<file path="src/rtl/instr_fetch_unit.sv">
// RV32I fetch stage: PC, req/ack instruction fetch, instruction register and field slicing.
// Optional build macro IFU_ILLEGAL_CHECK_EN adds an opcode legality check and the illegal01 output.
module instr_fetch_unit #(
    parameter int unsigned      XLEN           = 32,
    parameter logic [XLEN-1:0]  RESET_PC       = '0,
    parameter int unsigned      TIMEOUT_CYCLES = 15
) (
    input  logic            clk01,
    input  logic            rst01,
    output logic            imemReq01,
    output logic [XLEN-1:0] imemAddr01,
    input  logic            imemAck01,
    input  logic [XLEN-1:0] imemData01,
    input  logic            stall01,
    input  logic            brTaken01,
    input  logic [XLEN-1:0] brTarget01,
    output logic            instValid01,
    output logic [XLEN-1:0] inst01,
    output logic [XLEN-1:0] pc01,
    output logic [XLEN-1:0] pcPlus4_01,
    output logic [6:0]      opcode01,
    output logic [2:0]      funt3_01,
    output logic [6:0]      funt7_01,
    output logic [4:0]      rs1_01,
    output logic [4:0]      rs2_01,
    output logic [4:0]      rd01,
`ifdef IFU_ILLEGAL_CHECK_EN
    output logic            illegal01,
`endif
    output logic            fault01
);

    typedef enum logic [1:0] {
        FETCH = 2'd0,
        WAIT  = 2'd1,
        EXEC  = 2'd2,
        FAULT = 2'd3
    } state_e;

    localparam logic [XLEN-1:0] NOP     = XLEN'(32'h0000_0013);
    localparam logic [XLEN-1:0] FOUR    = XLEN'(4);
    localparam logic [XLEN-1:0] BIT0_N  = ~XLEN'(1);
    localparam logic [7:0]      TO_LAST = 8'(TIMEOUT_CYCLES - 1);

    state_e          state_q, state_d;
    logic [XLEN-1:0] pc_q, pc_d;
    logic [XLEN-1:0] inst_q, inst_d;
    logic [7:0]      cnt_q, cnt_d;
    logic [XLEN-1:0] tgt;
    logic            bad_inst;

    always_ff @(posedge clk01 or posedge rst01) begin
        if (rst01) begin
            state_q <= FETCH;
            pc_q    <= RESET_PC;
            inst_q  <= NOP;
            cnt_q   <= '0;
        end else begin
            state_q <= state_d;
            pc_q    <= pc_d;
            inst_q  <= inst_d;
            cnt_q   <= cnt_d;
        end
    end

`ifdef IFU_ILLEGAL_CHECK_EN
    always_comb begin
        bad_inst = 1'b1;
        if (inst_q[1:0] == 2'b11) begin
            unique case (inst_q[6:0])
                7'b0110011, 7'b0010011, 7'b0000011,
                7'b1100011, 7'b1101111, 7'b0100011,
                7'b1100111, 7'b0110111, 7'b0010111:
                    bad_inst = 1'b0;
                default: bad_inst = 1'b1;
            endcase
        end
    end
    assign illegal01 = (state_q == EXEC) && bad_inst;
`else
    assign bad_inst = 1'b0;
`endif

    // bit 0 of a redirect is always dropped; bit 1 set is a misaligned fault
    assign tgt = brTaken01 ? (brTarget01 & BIT0_N) : (pc_q + FOUR);

    always_comb begin
        state_d = state_q;
        pc_d    = pc_q;
        inst_d  = inst_q;
        cnt_d   = cnt_q;
        unique case (state_q)
            FETCH: begin
                cnt_d = '0;
                if (imemAck01) begin
                    inst_d  = imemData01;
                    state_d = EXEC;
                end else begin
                    state_d = WAIT;
                end
            end
            WAIT: begin
                if (imemAck01) begin
                    inst_d  = imemData01;
                    cnt_d   = '0;
                    state_d = EXEC;
                end else if (cnt_q == TO_LAST) begin
                    state_d = FAULT;
                end else begin
                    cnt_d = cnt_q + 8'd1;
                end
            end
            EXEC: begin
                if (bad_inst) begin
                    state_d = FAULT;
                end else if (!stall01) begin
                    if (tgt[1]) begin
                        state_d = FAULT;
                    end else begin
                        pc_d    = tgt;
                        state_d = FETCH;
                    end
                end
            end
            FAULT: begin
                state_d = FAULT;
            end
            default: state_d = FAULT;
        endcase
    end

    // gating with rst01 drops an in-flight request the moment reset rises
    assign imemReq01   = !rst01 && ((state_q == FETCH) || (state_q == WAIT));
    assign imemAddr01  = pc_q;
    assign instValid01 = (state_q == EXEC);
    assign fault01     = (state_q == FAULT);
    assign inst01      = inst_q;
    assign pc01        = pc_q;
    assign pcPlus4_01  = pc_q + FOUR;
    assign opcode01    = inst_q[6:0];
    assign funt3_01    = inst_q[14:12];
    assign funt7_01    = inst_q[31:25];
    assign rs1_01      = inst_q[19:15];
    assign rs2_01      = inst_q[24:20];
    assign rd01        = inst_q[11:7];

endmodule
</file>
<file path="config.mk">
export PLATFORM = sky130hd
export DESIGN_NAME = instr_fetch_unit
export DESIGN_NICKNAME = d
export VERILOG_FILES = /design/src/rtl/instr_fetch_unit.sv
export SDC_FILE = /design/constraint.sdc
export NUM_CORES = 1
export LEC_CHECK = 0
export ABC_AREA = 1
export CAP_MARGIN = 25
export CORE_MARGIN = 3
export CORE_UTILIZATION = 42
export DETAILED_ROUTE_END_ITERATION = 12
export GPL_TIMING_DRIVEN = 0
export PLACE_DENSITY = 0.85
export SKIP_LAST_GASP = 1
export SYNTH_ARGS = -nofsm -noshare
export SYNTH_HDL_FRONTEND = slang
export SYNTH_SLANG_ARGS = --single-unit
</file>
<file path="constraint.sdc">
create_clock -name clk01 -period 3.5 [get_ports clk01]
set_clock_uncertainty 0.2 [all_clocks]
set_input_delay 0.7 -clock clk01 [delete_from_list [all_inputs] [get_ports clk01]]
set_output_delay 0.7 -clock clk01 [all_outputs]
set_load 0.02 [all_outputs]
</file>
# Word level (Yosys, flattened, before mapping)
# Index checks and enable logic that the tools add are counted.
# word_totals
reg_bits	73
in_bits	69
out_inout_bits	163
word_cells	35
# classes
n_addsub	2
n_eq_ne	7
n_mux	10
bitwise_logic	2
n_reduce_logical	10
# op_table
op	count
$add A32 B3 Y32 const B	1
$mux W32	1
$mux W8	2
$pmux W8 S2	1
$mux W2	5
$add A8 B1 Y8 const B	1
$eq A8 B4 Y1 const B	1
$pmux W2 S4	1
$ne A3 B3 Y1 const B	2
$reduce_and A2 Y1	3
$eq A2 B2 Y1 const B	2
$reduce_and A3 Y1	1
$eq A2 B1 Y1 const B	1
$logic_not A2 Y1	1
$ne A2 B2 Y1 const B	1
$not A1 Y1	2
$reduce_bool A2 Y1	1
$reduce_or A2 Y1	1
$logic_and A1 B1 Y1	1
$logic_not A1 Y1	1
$logic_or A1 B1 Y1	1

# Longest topological paths before layout
# logic_depth
depth_word	5
mapped_depth	10
depth_no_buf	10

# Worst setup path before layout
# OpenSTA, ideal clock, no wires.
# synth_timing
path_kind	register to output
start	reg pc_q[3], in the netlist imemAddr01[3]
end	out pcPlus4_01[22]
t_arrival_ns	1.474
required_ns	2.600
setup_slack_ns	1.126
stages_incl_launch_ff	8
n_path_buf	0
path_cell_list	dfrtp_1 > ha_1 > nand2_2 > nor2_4 > nand2_4 > nor2_4 > nand3_1 > nand2_1
# synth_between
elab_chain_len	1
# synth_lines
item	line	rtl
start: declaration	46	logic [XLEN-1:0] pc_q, pc_d;
start signal: assignment	60	pc_q <= pc_d;
$add A32 B3 Y32	139	assign pcPlus4_01 = pc_q + FOUR;
end: declaration	20	output logic [XLEN-1:0] pcPlus4_01,
# Every way passes these cells.

# Worst setup path in the final report
# layout_timing
start	reg pc_q[2], in the netlist imemAddr01[2]
end	out pcPlus4_01[28]
# Same word-level chain as after synthesis.

==> impl_results.md <==
* Maximum number of pins on one net before global-route repair at 58
* Global-route wire length before repair at 24.7 mm
* H-tree depth at 3
* Worst-Margin Slew at 576 ps
* Worst setup SP type: flop
* CTS buffer count at 9
* Post-synthesis sequential area ratio at 0.376
* Most frequent cells in the layout: nand2_1, clkdlybuf4s50_1, nor2_1, dfrtp_1, buf_4
* Peak supply drop at 0.610 mV
* Initial antenna violation count at 0
* Proportion of layout cells with a drive suffix above 1 at 0.150
* Port Buffers at 224
* Final WL at 15.5 mm
* R2R cell count at 10
* Clock root cell: clkbuf_16
* CTS resizes at 0
* Die Y at 113 um
* Mapped Cells at 689
* Distinct cells, synth at 37
* FF+latch count, synth at 72
* RSZ-0062 raised after global routing: no
* Final setup fails at 0
* Worst hold stages at 2
* Fmax achieved at 305 MHz
* Final antenna diode count at 0
* HPWL Detailed at 12.3 mm
* GPL Wtd Cong at 0.908
* Max_slew headroom at 0.616
* Starting density of the core at 0.435
* Worst Path Max Fanout at 6
* Status: finished clean
* Die width at 113 um
* Nets@finish at 1002
* WS Path Type: reg -> out
* Vias after detailed routing at 5141
* Detailed-route wire length per cell at 14.5 um
* Worst-path clk slew at 70 ps
* Clock Latency Late Sink at 330 ps
* Syn. warnings at 0
* Worst-path cell chain: ha_1, nand2_2, nor2_4, nand2_4, nor2_1, nand3_1, nand2_1, clkdlybuf4s50_1
* Setup TNS Final at 0 ps
* Final Hold Fails at 0
* Number of setup buffers added after CTS at 0
* 1st-pass router iterations at 5
* Worst EP arrival at 2380 ps
* Vias in the first global route at 4849
* CTS max path bufs at 2
* CTS tree: done
* Die ar. at 0.0128 mm^2
* CP endpoint kind: primary output
* Final period util at 0.937
* Synthesized cell area at 0.00480 mm^2
* Final Max Slew Viols at 0
* Drt via density at 4.78
* Core box area at 0.0110 mm^2
* Total gr overflow at 0
* Place WS at 564 ps
* CP max stage cell: clkdlybuf4s50_1
* First DRT Iteration DRCs at 300
* CTS Sinks at 72
* Tmin final at 3280 ps
* Hold buffer count at cts at 0
* Syn_area_per_cell at 6.97 um^2
* DRC Markers at 0
* PD cells at 980 mW/mm^2
* Maximum capacitance violations at 0
* Final worst slack at 222 ps
* Worst hold path class: reg -> reg
* Ports at 232
* Most common cell after layout, fill and taps aside: nand2_1
* Crit path largest cell delay at 600 ps
* Critical Path RT at 2600 ps
* GRT Total Usage at 0.241
* Synth-to-layout area growth at 57.9%
* Antenna-violating nets left at 0
* Leakage at 3.68 nW
* Row count at 38
cells in the mapped netlist (all sizes together):
cell	count	area, um^2
dfrtp	69	1730
o22ai	6	50.0
nor2	94	445
inv	58	218
buf	75	558
nor3	2	10.0
a31oi	1	12.5
clkinv	2	8.75
nor4	1	6.26
dfstp	3	78.8
xor2	9	78.8
or2	1	6.26
a21oi	16	103
and2	1	6.26
nand4	3	18.8
xnor2	1	8.76
ha	3	37.5
conb	1	3.75
nand2	270	1050
o21ai	25	133
clkbuf	10	37.5
nand3	36	193
and3	2	12.5
final timing paths:
check / start / endpoint / slack, ps
max: imemAddr01[2] / pcPlus4_01[28] / 220
min: inst01[1] / inst01[1] / 270
max reg2reg: imemAddr01[2] / imemAddr01[24] / 1620
min reg2reg: inst01[1] / inst01[1] / 270
max in group asynchronous: rst01 / inst01[4] / 2030
min in group asynchronous: rst01 / cnt_q[7] / 480
per-layer routing:
metal  track usage  vias up  part of all wire
met5             0        -                 0
met4        0.0753        0             0.021
met3        0.0481       22             0.060
met2         0.412      195              0.51
met1         0.307     2380              0.41
li1              -     2544                 -
where the power goes:
group / internal (mW) / switching (mW)
Combinational: 2.31 / 2.44
Sequential: 1.20 / 0.514
Clock: 0.583 / 0.386
Total: 4.10 / 3.33
metrics by stage:
| stage | instances | utilization | hold WS, ps | power [mW] | cell area [um^2] |
|---|---|---|---|---|---|
| final | 1075 | 0.688 | 271 | 7.43 | 7580 |
| after global routing | 1075 | 0.688 | 299 | 7.86 | 7580 |
| after CTS | 1075 | 0.688 | 272 | 7.47 | 7580 |
| after detailed placement | 1059 | 0.659 | 263 | 6.48 | 7270 |
| after global placement | 1058 | 0.656 | 260 | 6.40 | 7240 |
| after floorplan | 694 | - | 290 | 4.24 | 4820 |
layout make-up:
class	instances	area, um^2
Fill cell	921	3450
Timing Repair Buffer	225	2270
Multi-Input combinational cell	477	2190
Sequential cell	72	1810
Buffer	85	596
Clock buffer	10	239
Inverter	60	229
Tap cell	140	175
Clock inverter	6	76.3
sequential cells by signal, summed over array words and instances (netlist names):
signal and flops:
inst01 32, imemAddr01 30, state_q 2, cnt_q 8
critical path, delay by kind of cell, from the launching register on:
| family | cells | cell delay, ps |
|---|---|---|
| fa+ha+maj | 1 | 240 |
| flops | 1 | 460 |
| simple gates | 6 | 750 |
| buf+inv | 1 | 600 |
logic make-up after synthesis:
kind of cell | synth area share
AO/OA/AOI/OAI | 0.0620
XOR/XNOR | 0.0182
adder cells (fa/ha/maj) | 0.00782
buffers and inverters | 0.171
flip-flops | 0.376
other | 0.000781
AND/OR/NAND/NOR | 0.364
No activity file was read; power rests on OpenSTA's default activity.
